## src/rtl/alu_issue_if.sv

```systemverilog
// ALU issue interface: instruction-in, ALU drive/return and result-out
// bundles for the alu_issue_seq sequencer.
//
// Handshakes: a transfer happens on a rising clk edge where valid and ready
// are both high. Once the sender raises valid, it holds valid and the
// payload steady until that edge. The receiver may raise or lower ready
// freely. The ALU return (alu_result/alu_bcond) is combinational from the
// ALU drive in the same cycle and has no handshake.
interface alu_issue_if #(
  parameter int XLEN = 32
);
  logic            inst_valid;
  logic            inst_ready;
  logic [31:0]     inst;
  logic [XLEN-1:0] inst_pc;
  logic [XLEN-1:0] rs1_data;
  logic [XLEN-1:0] rs2_data;
  logic [3:0]      alu_op;
  logic [1:0]      alu_btype;
  logic [XLEN-1:0] alu_in_1;
  logic [XLEN-1:0] alu_in_2;
  logic [XLEN-1:0] alu_result;
  logic            alu_bcond;
  logic            out_valid;
  logic            out_ready;
  logic            wb_en;
  logic [4:0]      wb_rd;
  logic [XLEN-1:0] wb_data;
  logic [XLEN-1:0] pc_next;
  logic            illegal;

  // Sequencer side.
  modport master (
    input  inst_valid, inst, inst_pc, rs1_data, rs2_data,
    input  alu_result, alu_bcond, out_ready,
    output inst_ready, alu_op, alu_btype, alu_in_1, alu_in_2,
    output out_valid, wb_en, wb_rd, wb_data, pc_next, illegal
  );

  // Environment side: instruction source, ALU and result consumer.
  modport slave (
    output inst_valid, inst, inst_pc, rs1_data, rs2_data,
    output alu_result, alu_bcond, out_ready,
    input  inst_ready, alu_op, alu_btype, alu_in_1, alu_in_2,
    input  out_valid, wb_en, wb_rd, wb_data, pc_next, illegal
  );
endinterface

```

## src/rtl/alu_issue_seq.sv

```systemverilog
// alu_issue_seq: multi-cycle RV32I issue sequencer driving a shared
// combinational ALU. ALU ops take one ALU cycle. Branches take a SUB compare,
// followed by an ADD target cycle when the branch is taken.
// Optional feature macro: ALU_ISSUE_PERF_EN (adds perf_ops/perf_taken/perf_illegal).
module alu_issue_seq #(
  parameter int XLEN   = 32,
  parameter int PC_INC = 4,
  parameter int CNT_W  = 32
) (
  input  logic       clk,
  input  logic       reset_n,
  alu_issue_if.master bus,
  output logic [2:0] state_dbg_o
`ifdef ALU_ISSUE_PERF_EN
  ,
  output logic [CNT_W-1:0] perf_ops,
  output logic [CNT_W-1:0] perf_taken,
  output logic [CNT_W-1:0] perf_illegal
`endif
);

  localparam logic [3:0] OP_ADD  = 4'b0000;
  localparam logic [3:0] OP_SUB  = 4'b0001;
  localparam logic [3:0] OP_SLL  = 4'b1010;
  localparam logic [3:0] OP_SRL  = 4'b1011;
  localparam logic [3:0] OP_SRA  = 4'b1101;
  localparam logic [3:0] OP_AND  = 4'b0100;
  localparam logic [3:0] OP_OR   = 4'b0101;
  localparam logic [3:0] OP_XOR  = 4'b1000;
  localparam logic [3:0] OP_ZERO = 4'b1111;

  localparam logic [6:0] OPC_R  = 7'b0110011;
  localparam logic [6:0] OPC_I  = 7'b0010011;
  localparam logic [6:0] OPC_B  = 7'b1100011;
  localparam logic [6:0] F7_BASE = 7'b0000000;
  localparam logic [6:0] F7_ALT  = 7'b0100000;

  typedef enum logic [2:0] {
    S_IDLE   = 3'd0,
    S_EXEC   = 3'd1,
    S_BR_CMP = 3'd2,
    S_BR_TGT = 3'd3,
    S_DONE   = 3'd4
  } state_t;

  state_t state_q, state_d;

  // Latched operation, captured at accept
  logic [3:0]      op_q;
  logic [1:0]      btype_q;
  logic [XLEN-1:0] a_q, b_q, pc_q, bimm_q;

  // Result registers, held through DONE
  logic            wb_en_q, illegal_q;
  logic [4:0]      wb_rd_q;
  logic [XLEN-1:0] wb_data_q, pc_next_q;

  // ALU drive
  logic [3:0]      alu_op_d;
  logic [1:0]      alu_btype_d;
  logic [XLEN-1:0] alu_a_d, alu_b_d;

  // Instruction fields and immediates of the offered instruction
  logic [6:0]      opcode, funct7;
  logic [2:0]      funct3;
  logic [4:0]      rd;
  logic [XLEN-1:0] imm_i, imm_b, shamt_i, shamt_r, pc_inc;
  logic            unused_rs1_field;

  assign opcode  = bus.inst[6:0];
  assign rd      = bus.inst[11:7];
  assign funct3  = bus.inst[14:12];
  assign funct7  = bus.inst[31:25];
  assign imm_i   = {{(XLEN-12){bus.inst[31]}}, bus.inst[31:20]};
  assign imm_b   = {{(XLEN-13){bus.inst[31]}}, bus.inst[31], bus.inst[7],
                    bus.inst[30:25], bus.inst[11:8], 1'b0};
  assign shamt_i = {{(XLEN-5){1'b0}}, bus.inst[24:20]};
  assign shamt_r = {{(XLEN-5){1'b0}}, bus.rs2_data[4:0]};
  assign pc_inc  = bus.inst_pc + XLEN'(PC_INC);
  // Register indices arrive already resolved into rs1_data/rs2_data.
  assign unused_rs1_field = ^bus.inst[19:15];

  // Decoded view of the offered instruction
  logic            dec_legal, dec_branch;
  logic [3:0]      dec_op;
  logic [1:0]      dec_btype;
  logic [XLEN-1:0] dec_b;

  // Decode: pick ALU op, operand B and branch type; anything unlisted is illegal
  always_comb begin
    dec_legal  = 1'b0;
    dec_branch = 1'b0;
    dec_op     = OP_ZERO;
    dec_btype  = 2'b00;
    dec_b      = bus.rs2_data;
    case (opcode)
      OPC_R: begin
        case (funct3)
          3'b000: begin
            if (funct7 == F7_BASE) begin dec_legal = 1'b1; dec_op = OP_ADD; end
            else if (funct7 == F7_ALT) begin dec_legal = 1'b1; dec_op = OP_SUB; end
          end
          3'b001: if (funct7 == F7_BASE) begin dec_legal = 1'b1; dec_op = OP_SLL; dec_b = shamt_r; end
          3'b101: begin
            if (funct7 == F7_BASE) begin dec_legal = 1'b1; dec_op = OP_SRL; dec_b = shamt_r; end
            else if (funct7 == F7_ALT) begin dec_legal = 1'b1; dec_op = OP_SRA; dec_b = shamt_r; end
          end
          3'b100: if (funct7 == F7_BASE) begin dec_legal = 1'b1; dec_op = OP_XOR; end
          3'b110: if (funct7 == F7_BASE) begin dec_legal = 1'b1; dec_op = OP_OR; end
          3'b111: if (funct7 == F7_BASE) begin dec_legal = 1'b1; dec_op = OP_AND; end
          default: ;
        endcase
      end
      OPC_I: begin
        dec_b = imm_i;
        case (funct3)
          3'b000: begin dec_legal = 1'b1; dec_op = OP_ADD; end
          3'b100: begin dec_legal = 1'b1; dec_op = OP_XOR; end
          3'b110: begin dec_legal = 1'b1; dec_op = OP_OR; end
          3'b111: begin dec_legal = 1'b1; dec_op = OP_AND; end
          3'b001: if (funct7 == F7_BASE) begin dec_legal = 1'b1; dec_op = OP_SLL; dec_b = shamt_i; end
          3'b101: begin
            if (funct7 == F7_BASE) begin dec_legal = 1'b1; dec_op = OP_SRL; dec_b = shamt_i; end
            else if (funct7 == F7_ALT) begin dec_legal = 1'b1; dec_op = OP_SRA; dec_b = shamt_i; end
          end
          default: ;
        endcase
      end
      OPC_B: begin
        dec_op = OP_SUB;
        case (funct3)
          3'b000: begin dec_legal = 1'b1; dec_branch = 1'b1; dec_btype = 2'b00; end
          3'b001: begin dec_legal = 1'b1; dec_branch = 1'b1; dec_btype = 2'b01; end
          3'b100: begin dec_legal = 1'b1; dec_branch = 1'b1; dec_btype = 2'b10; end
          3'b101: begin dec_legal = 1'b1; dec_branch = 1'b1; dec_btype = 2'b11; end
          default: ;
        endcase
      end
      default: ;
    endcase
  end

  // State register
  always_ff @(posedge clk) begin
    if (!reset_n) state_q <= S_IDLE;
    else          state_q <= state_d;
  end

  // Next state and ALU drive; the ALU sees the ZERO idle op outside ALU cycles
  always_comb begin
    state_d     = state_q;
    alu_op_d    = OP_ZERO;
    alu_btype_d = 2'b00;
    alu_a_d     = '0;
    alu_b_d     = '0;
    case (state_q)
      S_IDLE: begin
        if (bus.inst_valid) begin
          if (!dec_legal)     state_d = S_DONE;
          else if (dec_branch) state_d = S_BR_CMP;
          else                state_d = S_EXEC;
        end
      end
      S_EXEC: begin
        alu_op_d = op_q;
        alu_a_d  = a_q;
        alu_b_d  = b_q;
        state_d  = S_DONE;
      end
      S_BR_CMP: begin
        alu_op_d    = OP_SUB;
        alu_btype_d = btype_q;
        alu_a_d     = a_q;
        alu_b_d     = b_q;
        state_d     = bus.alu_bcond ? S_BR_TGT : S_DONE;
      end
      S_BR_TGT: begin
        alu_op_d = OP_ADD;
        alu_a_d  = pc_q;
        alu_b_d  = bimm_q;
        state_d  = S_DONE;
      end
      S_DONE: begin
        if (bus.out_ready) state_d = S_IDLE;
      end
      default: state_d = S_IDLE;
    endcase
  end

  // Operand latch at accept, result capture from the ALU
  always_ff @(posedge clk) begin
    if (!reset_n) begin
      op_q      <= '0;
      btype_q   <= '0;
      a_q       <= '0;
      b_q       <= '0;
      pc_q      <= '0;
      bimm_q    <= '0;
      wb_en_q   <= 1'b0;
      wb_rd_q   <= '0;
      wb_data_q <= '0;
      pc_next_q <= '0;
      illegal_q <= 1'b0;
    end else begin
      case (state_q)
        S_IDLE: begin
          if (bus.inst_valid) begin
            op_q      <= dec_op;
            btype_q   <= dec_btype;
            a_q       <= bus.rs1_data;
            b_q       <= dec_b;
            pc_q      <= bus.inst_pc;
            bimm_q    <= imm_b;
            wb_en_q   <= dec_legal && !dec_branch && (rd != 5'd0);
            wb_rd_q   <= rd;
            wb_data_q <= '0;
            illegal_q <= !dec_legal;
            // Fall-through PC; a taken branch overwrites it in BR_TGT.
            pc_next_q <= pc_inc;
          end
        end
        S_EXEC:   wb_data_q <= bus.alu_result;
        S_BR_TGT: pc_next_q <= bus.alu_result;
        default: ;
      endcase
    end
  end

  assign bus.inst_ready = (state_q == S_IDLE);
  assign bus.out_valid  = (state_q == S_DONE);
  assign bus.alu_op     = alu_op_d;
  assign bus.alu_btype  = alu_btype_d;
  assign bus.alu_in_1   = alu_a_d;
  assign bus.alu_in_2   = alu_b_d;
  assign bus.wb_en      = wb_en_q;
  assign bus.wb_rd      = wb_rd_q;
  assign bus.wb_data    = wb_data_q;
  assign bus.pc_next    = pc_next_q;
  assign bus.illegal    = illegal_q;
  assign state_dbg_o    = state_q;

`ifdef ALU_ISSUE_PERF_EN
  logic [CNT_W-1:0] perf_ops_q, perf_taken_q, perf_illegal_q;

  // Performance counters: ALU cycles, taken branches, illegal accepts
  always_ff @(posedge clk) begin
    if (!reset_n) begin
      perf_ops_q     <= '0;
      perf_taken_q   <= '0;
      perf_illegal_q <= '0;
    end else begin
      if (state_q == S_EXEC || state_q == S_BR_CMP || state_q == S_BR_TGT)
        perf_ops_q <= perf_ops_q + CNT_W'(1);
      if (state_q == S_BR_CMP && bus.alu_bcond)
        perf_taken_q <= perf_taken_q + CNT_W'(1);
      if (state_q == S_IDLE && bus.inst_valid && !dec_legal)
        perf_illegal_q <= perf_illegal_q + CNT_W'(1);
    end
  end

  assign perf_ops     = perf_ops_q;
  assign perf_taken   = perf_taken_q;
  assign perf_illegal = perf_illegal_q;
`else
  localparam int unused_cnt_w = CNT_W;
`endif

endmodule

```

## src/flat_wrapper.sv

```systemverilog
// flat-port wrapper written by rule: the top's interface ports become plain ports
module alu_issue_seq_flat 
#(
  parameter int XLEN   = 32,
  parameter int PC_INC = 4,
  parameter int CNT_W  = 32
)
  (clk, reset_n, state_dbg_o, bus_inst_valid, bus_inst, bus_inst_pc, bus_rs1_data, bus_rs2_data, bus_alu_result, bus_alu_bcond, bus_out_ready, bus_inst_ready, bus_alu_op, bus_alu_btype, bus_alu_in_1, bus_alu_in_2, bus_out_valid, bus_wb_en, bus_wb_rd, bus_wb_data, bus_pc_next, bus_illegal);
  alu_issue_if #(.XLEN(XLEN)) bus_i ();
  input  logic clk;
  input  logic reset_n;
  output logic [2:0] state_dbg_o;
  input wire logic [$bits(bus_i.inst_valid)-1:0] bus_inst_valid;
  input wire logic [$bits(bus_i.inst)-1:0] bus_inst;
  input wire logic [$bits(bus_i.inst_pc)-1:0] bus_inst_pc;
  input wire logic [$bits(bus_i.rs1_data)-1:0] bus_rs1_data;
  input wire logic [$bits(bus_i.rs2_data)-1:0] bus_rs2_data;
  input wire logic [$bits(bus_i.alu_result)-1:0] bus_alu_result;
  input wire logic [$bits(bus_i.alu_bcond)-1:0] bus_alu_bcond;
  input wire logic [$bits(bus_i.out_ready)-1:0] bus_out_ready;
  output wire logic [$bits(bus_i.inst_ready)-1:0] bus_inst_ready;
  output wire logic [$bits(bus_i.alu_op)-1:0] bus_alu_op;
  output wire logic [$bits(bus_i.alu_btype)-1:0] bus_alu_btype;
  output wire logic [$bits(bus_i.alu_in_1)-1:0] bus_alu_in_1;
  output wire logic [$bits(bus_i.alu_in_2)-1:0] bus_alu_in_2;
  output wire logic [$bits(bus_i.out_valid)-1:0] bus_out_valid;
  output wire logic [$bits(bus_i.wb_en)-1:0] bus_wb_en;
  output wire logic [$bits(bus_i.wb_rd)-1:0] bus_wb_rd;
  output wire logic [$bits(bus_i.wb_data)-1:0] bus_wb_data;
  output wire logic [$bits(bus_i.pc_next)-1:0] bus_pc_next;
  output wire logic [$bits(bus_i.illegal)-1:0] bus_illegal;
  assign bus_i.inst_valid = bus_inst_valid;
  assign bus_i.inst = bus_inst;
  assign bus_i.inst_pc = bus_inst_pc;
  assign bus_i.rs1_data = bus_rs1_data;
  assign bus_i.rs2_data = bus_rs2_data;
  assign bus_i.alu_result = bus_alu_result;
  assign bus_i.alu_bcond = bus_alu_bcond;
  assign bus_i.out_ready = bus_out_ready;
  assign bus_inst_ready = bus_i.inst_ready;
  assign bus_alu_op = bus_i.alu_op;
  assign bus_alu_btype = bus_i.alu_btype;
  assign bus_alu_in_1 = bus_i.alu_in_1;
  assign bus_alu_in_2 = bus_i.alu_in_2;
  assign bus_out_valid = bus_i.out_valid;
  assign bus_wb_en = bus_i.wb_en;
  assign bus_wb_rd = bus_i.wb_rd;
  assign bus_wb_data = bus_i.wb_data;
  assign bus_pc_next = bus_i.pc_next;
  assign bus_illegal = bus_i.illegal;
  alu_issue_seq #(.XLEN(XLEN), .PC_INC(PC_INC), .CNT_W(CNT_W)) u_core (.clk(clk), .reset_n(reset_n), .bus(bus_i), .state_dbg_o(state_dbg_o));
endmodule
```

## config.mk

```make
export PLATFORM = sky130hd
export DESIGN_NAME = alu_issue_seq_flat
export DESIGN_NICKNAME = d
export VERILOG_FILES = /design/src/rtl/alu_issue_if.sv /design/src/rtl/alu_issue_seq.sv /design/src/flat_wrapper.sv
export SDC_FILE = /design/constraint.sdc
export NUM_CORES = 1
export LEC_CHECK = 0
export ABC_AREA = 1
export CAP_MARGIN = 30
export CORE_UTILIZATION = 30
export CTS_BUF_LIST = sky130_fd_sc_hd__clkbuf_8 sky130_fd_sc_hd__clkbuf_16
export CTS_CLUSTER_SIZE = 20
export DETAILED_ROUTE_END_ITERATION = 10
export PLACE_DENSITY = 0.54
export SYNTH_ARGS = -nofsm -noshare
export SYNTH_HDL_FRONTEND = slang
export SYNTH_SLANG_ARGS = --single-unit
```

## constraint.sdc

```tcl
create_clock -name clk -period 1.7 [get_ports clk]
set_input_delay 0.255 -clock clk [delete_from_list [all_inputs] [get_ports clk]]
set_output_delay 0.255 -clock clk [all_outputs]
set_load 0.05 [all_outputs]
```

==> key figures, run 1 <==
Status
  – Status: finished with violations
  – Failing checks: negative setup slack

Setup path
  – Critical path class: reg2out
  – Slowest cell on crit path: dfxtp_4
  – Worst path max stage delay: approximately 0.38 ns
  – CP Buf/Inv Count: 5
  – Crit end category: output pin
  – Reg2Reg Depth: 15
  – Stages on the worst setup path: 9
  – CP max FO: 7
  – Worst endpoint data arrival time: 1.88 ns
  – Crit path launch type: flip-flop
  – WP data required: ~1.4 ns
  – Worst path cell trace: inv_4, nor2_4, buf_6, nand2_8, inv_8, nand2_8, buf_16, nand2_4, buf_12
  – Crit path max-delay family: buffers and inverters
  – CP dominant cell by count: nand2_8
  – R2R Setup Slk: -0.27 ns

Finish
  – Area growth from synthesis to layout: 104.9%
  – Final std cells w/o fill: 2114
  – Finished Core Util: a little over three fifths
  – Fraction of layout cells with a size suffix above 1: 42.70%
  – Final nets: 1886

Synth
  – Synth async-reset ratio: 0%
  – Synth area leader: dfxtp_1
  – Top-count cell post-synth: nand2_1
  – Top-area cell type share of the netlist area: 42.43%
  – Post-synth EDFFs: 0
  – Register area share after synthesis: 42.43%
  – Primary FF master, synth: dfxtp_1
  – Synthesized Nets: 1410
  – Avg Inst Size Synth: 6.940 µm²
  – Synth Cell Area: around 8600 µm²
  – Synth Warn #: 0
  – Top post-synthesis cells by count: nand2_1 (278), dfxtp_1 (183), a21oi_1 (150), o21ai_0 (134), inv_1 (132)
  – FF+latch count, synth: 183
  – Synth Instances: 1244
  – Distinct cells, synth: 35
  – Largest cells by area after synthesis: dfxtp_1 (42%), nand2_1 (12%), a21oi_1 (8.7%)

Clock network
  – Root Driver: clkbuf_16
  – Clock-pin slew on the worst setup and hold paths: 0.08 ns
  – Clk_lat worst skew: 0.45 ns
  – CTS Sinks: 183
  – Num CTS Buffers: 17
  – Hold_buf cts: 0
  – CTS max path bufs: 2
  – H-Tree Depth: 4
  – CTS tree: yes

Route
  – DR iter-0 viols: slightly above 600
  – Routed WL per cell: roughly 18 µm
  – Via-per-instance ratio: between 4 and 5
  – DR pass1 iterations: 5
  – Antenna viol nets, final: 0
  – Drt total wl: 38920 µm
  – Drt drc: 0
  – Via Count: between 10000 and 15000

Placement
  – GPL Wtd Cong: 0.8514
  – Final HPWL DP: 25830 µm
  – PortBufs: 305
  – Placed Cells: 2014

Die
  – Rows: about 60
  – Die height: 171.6 µm
  – X dimension of the die: 171.6 µm
  – Num ports: between 300 and 400
  – CORE AREA: 28010 µm²
  – Die area: 29460 µm²
  – Initial Utilization: 30.82%

STA
  – Setup ws final: -0.4330 ns
  – Worst Tran Pin Value: 0.5472 ns
  – Setup tns final: -53.90 ns
  – Final Setup Violations: 250
  – Endpoints failing hold: 0
  – Worst Skew: 0.02235 ns
  – Final Critical Period: 2.133 ns
  – Final period utilization: 125.5%
  – Peak Freq: approximately 470 MHz
  – Max-slew violation count: 0
  – RSZ-0062 raised after global routing: true
  – Hold_ws: a little over 0.3 ns
  – Rel. slew slack: 63.52%

Global routing
  – Initial antenna violation count: 3
  – Total grt overflow: 0
  – Global-route wire length before repair: roughly 53000 µm
  – Vias in the first global route: 9556
  – Pin count of the biggest net entering global routing: 48
  – Total track usage: 23.43%

Power and ir drop
  – Pwr/cell area: 707.1 nW/µm²
  – Pint: 8.441 mW
  – Sequential power share: a little under two fifths
  – Pleak: 7.192 nW
  – Gate power share: 28.5%
  – Pwr Total: 12.51 mW
  – Sw power: just over 4 mW
  – Switching Share: between 30% and 40%
  – Clock Power Share: 33.1%
  – Worst IR drop on VDD: 0.0003916 V

Worst hold path
  – Hold depth: 3
  – Worst Hold Class: in2reg

Job
  – Maxcap violations: 0
## cell type report
class                      instances  area [µm²]
antenna                            3       7.507
clock buffer                      18       439.2
clock inverter                    14       155.1
fill                            2449       10320
inverter                         141       589.3
multi-input combinational        837        6081
sequential                       183        3675
tap                              378       473.0
timing repair buffer             540        6271
## cells by family (layout without fill, tap and decap cells)
logic type	count (synthesis)	after routing	share of synthesized area (%)
fa+ha+maj	1	1	0.1449
flops	183	183	42.43
buf+inv	225	713	10.74
other cells	0	3	0
compound gates	366	366	23.06
xor+xnor	17	17	1.725
simple gates	452	453	21.90
## repair_timing
item,CTS,global route
resized for setup,113,410
endpoints found under the setup margin,73,242
cloned,6,33
setup buffers,6,22
pin swaps,21,56
## path summary, 6_finish.rpt
kind | startpoint | to
worst min-delay path | reset_n | u_core.a_q[13]$_SDFFE_PN0P_
worst max register to register | u_core.state_dbg_o[0]$_SDFFE_PN0P_ | u_core.bus.pc_next[28]$_SDFFE_PN0P_
worst max-delay path | u_core.state_dbg_o[0]$_SDFFE_PN0P_ | bus_alu_in_2[14]
worst min register to register | u_core.bus.pc_next[4]$_SDFFE_PN0P_ | u_core.bus.pc_next[4]$_SDFFE_PN0P_
## metrics by stage
stage | setup WS, ns | cell area, µm²
4_1_cts | -0.4415 | 15430
3_5_place_dp | -0.5226 | 14290
5_1_grt | -0.4852 | 17690
6_report | -0.4330 | 17690
3_3_place_gp | -0.4777 | 14290
2_1_floorplan | -0.1093 | 9617
## power by group through the flow
| stage | combinational, mW | sequential (mW) | clock [mW] |
|---|---|---|---|
| 2_1_floorplan | 1.08 | 5.05 | 0 |
| 3_3_place_gp | 2.49 | 4.85 | 0 |
| 3_5_place_dp | 2.50 | 4.85 | 0 |
| 4_1_cts | 2.55 | 4.77 | 4.20 |
| 5_1_grt | 3.78 | 4.84 | 4.41 |
| 6_report | 3.56 | 4.80 | 4.15 |
## layout by cell type (no fill, tap or decap), types with 24 or more instances in the layout
cell type / count
buf_6: 48
dfxtp_1: 180
a31oi_1: 25
buf_8: 24
o21ai_2: 66
a21oi_2: 65
o21ai_4: 24
o22ai_4: 30
nor2_1: 57
a21oi_1: 86
nand2_1: 205
buf_12: 61
o21ai_1: 28
inv_1: 123
clkbuf_16: 43
clkdlybuf4s50_1: 157
nand2_2: 36
buf_4: 211
nand3_1: 45
## registers in the layout, summed over array words and instances (netlist names)
name	cells
u_core.a_q	32
u_core.bus.wb_rd	4
u_core.bimm_q	8
u_core.btype_q	2
u_core.bus.wb_en	1
u_core.pc_q	32
u_core.bus.pc_next	32
u_core.op_q	4
u_core.bus.wb_data	32
u_core.bus.illegal	1
u_core.b_q	32
u_core.state_dbg_o	3
## metal layers
metal  vias up  GRT usage [%]  wire [µm]
met4         0          6.483        593
li1       5105              -          -
met3        35          4.786       2234
met5         -              0          0
met1      4969          32.78      18020
met2       296          36.14      18070
## tightest hold or removal path, stage by stage
cell and delay [ns]:
buf_4 0.28, o21ai_4 0.12, a21oi_2 0.03
Power figures use the tool's default switching activity.
==> inputs of run 2 (changes only) <==
Settings changed: GPL_TIMING_DRIVEN from default to 0.
==> run 2 against run 1 <==
The flow still finishes with violations (negative setup slack). Sequential share of layout area is 0.93 points higher. Register-to-register slack gained 0.07 ns. Die area is the same. Clock skew down 0.0082 ns. Largest cell class is now multi-input combinational cells. Wire length increased by 4.7%. Critical path depth down 1. Non-clock buffer count is 69 lower. Flip-flop and latch count unchanged.
==> key figures, run 2 (synthesis gave the netlist of run 1 again) <==
Status
  – Status: finished with violations (unchanged)
  – Failing checks: negative setup slack (unchanged)

STA
  – Final Setup Violations: 216 (was 250)
  – RSZ-0062 raised after global routing: true (unchanged)
  – Rel. slew slack: 53.54% (was 63.52%)
  – Hold_ws: 0.1984 ns (was 0.3044 ns)
  – Final period utilization: 128.0% (was 125.5%)
  – Worst Tran Pin Value: 0.6969 ns (was 0.5472 ns)
  – Max-slew violation count: 0 (unchanged)
  – Final Critical Period: 2.176 ns (was 2.133 ns)
  – Setup ws final: -0.4755 ns (was -0.4330 ns)
  – Endpoints failing hold: 0 (unchanged)
  – Worst Skew: 0.01419 ns (was 0.02235 ns)
  – Peak Freq: 459.7 MHz (was 468.8 MHz)

Die
  – Rows: 61 (unchanged)
  – Die height: 171.6 µm (unchanged)
  – Initial Utilization: 30.82% (unchanged)
  – Num ports: 311 (unchanged)
  – Die area: 29460 µm² (unchanged)
  – X dimension of the die: 171.6 µm (unchanged)
  – CORE AREA: 28010 µm² (unchanged)

Global routing
  – Total track usage: 25.57% (was 23.43%)
  – Vias in the first global route: 9680 (was 9556)
  – Total grt overflow: 0 (unchanged)
  – Pin count of the biggest net entering global routing: 19 (was 48)
  – Global-route wire length before repair: 56590 µm (was 53120 µm)
  – Initial antenna violation count: 6 (was 3)

Setup path
  – Worst path max stage delay: 0.37 ns (was 0.38 ns)
  – CP dominant cell by count: buf_6 (was nand2_8)
  – Worst endpoint data arrival time: 1.92 ns (was 1.88 ns)
  – CP Buf/Inv Count: 5 (unchanged)
  – WP data required: 1.44 ns (about the same)
  – CP max FO: 5 (was 7)
  – Slowest cell on crit path: dfxtp_4 (unchanged)
  – Worst path cell trace: inv_4, nor2_4, buf_12, nand2_8, buf_6, clkbuf_16, o22ai_4, buf_6 (was inv_4, nor2_4, buf_6, nand2_8, inv_8, nand2_8, buf_16, nand2_4, buf_12)
  – Reg2Reg Depth: 13 (was 15)
  – Crit path max-delay family: buffers and inverters (unchanged)
  – Critical path class: reg2out (unchanged)
  – Stages on the worst setup path: 8 (was 9)
  – Crit path launch type: flip-flop (unchanged)
  – Crit end category: output pin (unchanged)

Clock network
  – Clock-pin slew on the worst setup and hold paths: 0.08 ns (about the same)
  – CTS Sinks: 183 (unchanged)
  – CTS tree: yes (unchanged)
  – Hold_buf cts: 0 (unchanged)
  – CTS max path bufs: 2 (unchanged)
  – Root Driver: clkbuf_16 (unchanged)
  – Num CTS Buffers: 17 (unchanged)
  – Clk_lat worst skew: 0.44 ns (was 0.45 ns)
  – H-Tree Depth: 4 (unchanged)

Route
  – DR pass1 iterations: 5 (unchanged)
  – Via-per-instance ratio: 4.990 (was 4.922)
  – Drt drc: 0 (unchanged)
  – Drt total wl: 40770 µm (was 38920 µm)
  – Antenna viol nets, final: 0 (unchanged)
  – Via Count: 10210 (was 10405)
  – Top Layer Used: met5 (was met4)
  – Routed WL per cell: 19.93 µm (was 18.41 µm)
  – DR iter-0 viols: 687 (was 606)
  – Metal-1 WL: 18220 µm (was 18020 µm)
  – Met2 WL: 19160 µm (was 18070 µm)
  – Met3 routed WL: 2403 µm (was 2234 µm)

Finish
  – Final nets: 1816 (was 1886)
  – Final Cell Area: 16940 µm² (was 17690 µm²)
  – Fraction of layout cells with a size suffix above 1: 36.02% (was 42.70%)
  – Final std cells w/o fill: 2046 (was 2114)
  – Most common cell after layout, fill and taps aside: nand2_1 (was buf_4)
  – Area growth from synthesis to layout: 96.17% (was 104.9%)
  – Commonest non-fill, non-tap cells in the layout: nand2_1 (208), dfxtp_1 (180), clkdlybuf4s50_1 (139) (was buf_4 (211), nand2_1 (205), dfxtp_1 (180))

Worst hold path
  – Worst Hold Class: in2reg (unchanged)
  – Hold depth: 3 (unchanged)

Power and ir drop
  – Worst IR drop on VDD: 0.0004989 V (was 0.0003916 V)
  – Pwr/cell area: 722.3 nW/µm² (was 707.1 nW/µm²)
  – Pleak: 6.904 nW (was 7.192 nW)

Placement
  – Dpl ws: -1.161 ns (was -0.5226 ns)
  – GPL Wtd Cong: 0.8766 (was 0.8514)
  – Final HPWL DP: 28650 µm (was 25830 µm)
  – Placed Cells: 1925 (was 2014)
  – PortBufs: 303 (was 305)
  – Area after DPL: 13120 µm² (was 14290 µm²)

Job
  – Maxcap violations: 0 (unchanged)
==> run 2: final cells by class <==
type	count	area, µm²
Timing Repair Buffer	388	4489
Antenna cell	5	12.51
Clock inverter	14	140.1
Tap cell	378	473.0
Multi-Input combinational cell	836	6082
Sequential cell	183	3675
Inverter	141	604.3
Clock buffer	18	439.2
Buffer	83	1021
Fill cell	2528	11070
==> run 2: worst register-to-register path, stage by stage (launching register included) <==
cell and delay (ns):
dfxtp_4 0.36, inv_4 0.06, buf_4 0.10, buf_6 0.09, nand2_4 0.06, nor2_4 0.14, nand2_4 0.10, buf_12 0.17
nand2_8 0.08, clkinv_8 0.07, buf_8 0.13, a22o_1 0.18, a31oi_1 0.18, nor2_1 0.05
==> run 2: path summary, 6_finish.rpt <==
path / start / to / slack, ns
setup / recovery: u_core.state_dbg_o[0]$_SDFFE_PN0P_ / bus_alu_in_1[24] / -0.48
hold / removal: bus_inst[14] / u_core.btype_q[1]$_SDFFE_PN0P_ / 0.20
setup reg to reg: u_core.state_dbg_o[0]$_SDFFE_PN0P_ / u_core.bus.pc_next[20]$_SDFFE_PN0P_ / -0.20
hold reg to reg: u_core.bus.wb_en$_SDFFE_PN0P_ / u_core.bus.wb_en$_SDFFE_PN0P_ / 0.47
==> run 2: per-layer routing <==
layer | vias to the layer above | track usage (%)
met2 | 320 | 40.91
met3 | 56 | 5.591
met4 | 2 | 7.725
li1 | 4952 | -
met1 | 4880 | 34.15
met5 | - | 0
==> run 2: power breakdown <==
group	total (mW)	leakage [nW]	switching, mW	internal, mW
clock	3.96	0.270	1.98	1.98
sequential	4.79	1.51	0.161	4.63
combinational	3.48	5.12	1.94	1.55
total	12.2	6.90	4.08	8.15
==> run 2: stage by stage <==
stage / TNS, ns / utilization (%) / power [mW]
after floorplan: -3.621 / - / 6.139
after global placement: -147.79 / 46.85 / 7.163
after detailed placement: -152.32 / 46.85 / 7.168
after CTS: -29.60 / 52.74 / 11.23
after global routing: -51.09 / 60.45 / 12.70
final: -37.98 / 60.46 / 12.23
==> run 2: what timing repair did <==
item                       CTS  global route
setup buffers               26            32
gates resized for setup    786           462
gates cloned                 9            22
pin swaps                   28            71
setup endpoints to repair  316           237
==> inputs of run 3 (changes only) <==
Settings changed: CAP_MARGIN 30 to 20, CTS_CLUSTER_DIAMETER from default to 200.
==> results of run 3 <==
Same layout as run 2: the final DEF is identical, and so are final timing and power.
==> RTL change (config.mk and constraints of run 3) <==
Put one more register stage on the output `state_dbg_o`, cleared by the reset. The value now appears one clock later. The other outputs are not delayed to match.
--- a/src/rtl/alu_issue_seq.sv
+++ b/src/rtl/alu_issue_seq.sv
@@ -238,5 +238,11 @@
   assign bus.pc_next    = pc_next_q;
   assign bus.illegal    = illegal_q;
-  assign state_dbg_o    = state_q;
+  always_ff @(posedge clk) begin
+    if (!reset_n) begin
+      state_dbg_o <= '0;
+    end else begin
+      state_dbg_o <= state_q;
+    end
+  end
 
 `ifdef ALU_ISSUE_PERF_EN
Function: changed (a bounded check fails within 4 cycles, from zero or initial values and one cycle with reset_n low).
==> RTL change against run 3 <==
  * The flow still finishes with violations (setup timing)
  * Critical endpoint is now bus_alu_in_1[10]
  * Cell area is 9.8% lower
  * Register-to-register slack improved by 0.17 ns
  * Highest routed layer is now met4
  * Total power fell by 0.82%
  * Hold slack improved by 0.020 ns
  * Combinational power shrank 18%
  * Count of clock-buffer cells in the layout is the same
  * Setup slack better by 0.092 ns
  * Routed wire length is 3.1% lower
  * Sequential cell count grew 3
  * Clock power increased by 11%
  * Synthesized area up 3.0%
  * Via count up 1.0%
==> RTL change: results (changes against run 3) <==
track_usage_pct: 25.3  # -0.24 points
place.gp.congestion: 0.907  # +3.5%
num-fill-cells: 2820  # +12%
firstDrtPassIters: 7  # +2
synth.area.top_cells: "dfxtp_1 42%, nand2_1 13%, a21oi_1 9.8%"
grt_pass1_vias: 10044  # +3.8%
worstSetupStartpoint: "u_core.state_q[0]"
synth_common_cells: "311 x nand2_1, 186 x dfxtp_1, 175 x a21oi_1, 126 x inv_1, 109 x o21ai_0"
hp-start: "bus_inst[14]"
synthFlopType: "dfxtp_1"
rr_worst_depth: 11  # -2
rr_endpoint: "u_core.bus.wb_data[2]"
antenna_cells: 0  # -5
synth_cell_types: 38  # +8.6%
wl_per_cell_microns: 19.2  # -3.4%
cp-endpoint: "bus_alu_in_1[10]"
fin_skew_ns: 0.00912  # -0.00507 ns
antenna_found_initial: 0  # -6
finalSetupViolCount: 85  # -61%
violations: "setup timing"
tns_ns: -23.65  # +14.33 ns
cp_max_fo: 7  # +2
clockRootBuffer: "clkbuf_16"
grt_start_max_net_pins: 20  # +1
status: "finished with violations"
yosys_warnings: 0  # unchanged
first_iter_violations: 611  # -11%
dp_worst_setup_slack_ns: -1.12  # +0.0376 ns
hpwl_microns: 29800  # +4.0%
r2r_setup_slack_ns: -0.03  # +0.17 ns
worstMarginPinSlew_ns: 1.07  # +0.370 ns
ys_seq_area_share_pct: 41.9  # -0.58 points
port_buffers: 304  # +0.33%
peakVddDrop_mv: 0.525  # +5.2%
vias_per_cell: 5.03  # +0.70%
layout_setup_ws_ns: -0.384  # +0.0915 ns
synth_nets: 1457  # +3.3%
drive_above_1_share_pct: 24.9  # -11 points
nets: 1821  # +0.28%
arrival_ns: 1.83  # -0.09 ns
grt_first_pass_wirelength_microns: 58700  # +3.8%
r2r_start: "u_core.state_q[1]"
p_leak_nw: 6.62  # -4.1%
RTL change: power breakdown:
group	leakage (nW)	internal, W	switching (W)
Clock	0.311	0.00231	0.00208
Sequential	1.53	0.00472	0.000168
Combinational	4.78	0.00114	0.00172
Total	6.62	0.00817	0.00396
RTL change: metrics by stage:
stage	instances	area, sq um
after floorplan	1291	9310
after global placement	1979	12800
after detailed placement	1979	12800
after CTS	2036	14400
after global routing	2052	15300
final	2052	15300
RTL change: what timing repair did:
action                                  CTS  global route
setup buffers                            23            14
endpoints found under the setup margin  268           232
resized for setup                       773           255
cloned                                    2             5
pin swaps                                 7            12
RTL change: kinds of logic (layout without fill, tap and decap cells):
group | count (synthesis) | after routing | synth area share, %
AND/OR/NAND/NOR | 516 | 516 | 24.6
flip-flops | 186 | 186 | 41.9
AO/OA/AOI/OAI | 347 | 347 | 20.9
adder cells (fa/ha/maj) | 1 | 1 | 0.141
XOR/XNOR | 16 | 16 | 1.58
buffers and inverters | 225 | 602 | 11.0
RTL change: worst min-delay path by stage:
stage                              to  slack (ns)  cells after the start
floorplan              u_core.b_q[31]        0.40                      2
global placement        u_core.a_q[0]        0.45                      2
detailed placement      u_core.a_q[1]        0.45                      2
CTS                 u_core.btype_q[1]        0.20                      3
global route          u_core.pc_q[11]        0.23                      3
finish              u_core.btype_q[1]        0.22                      3
RTL change: final cells by class:
cell class              count  area (sq um)  share of cell area, %
well taps                 384           480                   3.14
inverters                 136           552                   3.61
multi-input cells         880          5330                   34.9
repair buffers            347          3660                   24.0
flip-flops and latches    186          3730                   24.4
plain buffers              87           895                   5.85
clock buffers              18           439                   2.87
clock inverters            14           193                   1.26
RTL change: worst max-delay path, stage by stage, from the launching register on:
cell,delay [ns]
dfxtp_4,0.38
inv_4,0.04
nor2_4,0.09
buf_12,0.14
nand2_8,0.06
nand2_8,0.12
inv_8,0.07
buf_12,0.15
o22ai_4,0.14
buf_6,0.18
RTL change: metal layers:
layer,track usage (%),up-vias,share of wire [%]
li1,-,5004,-
met1,34.0,4893,44
met2,40.9,354,47
met3,4.44,61,5.8
met4,8.37,0,3.1
met5,0,-,0
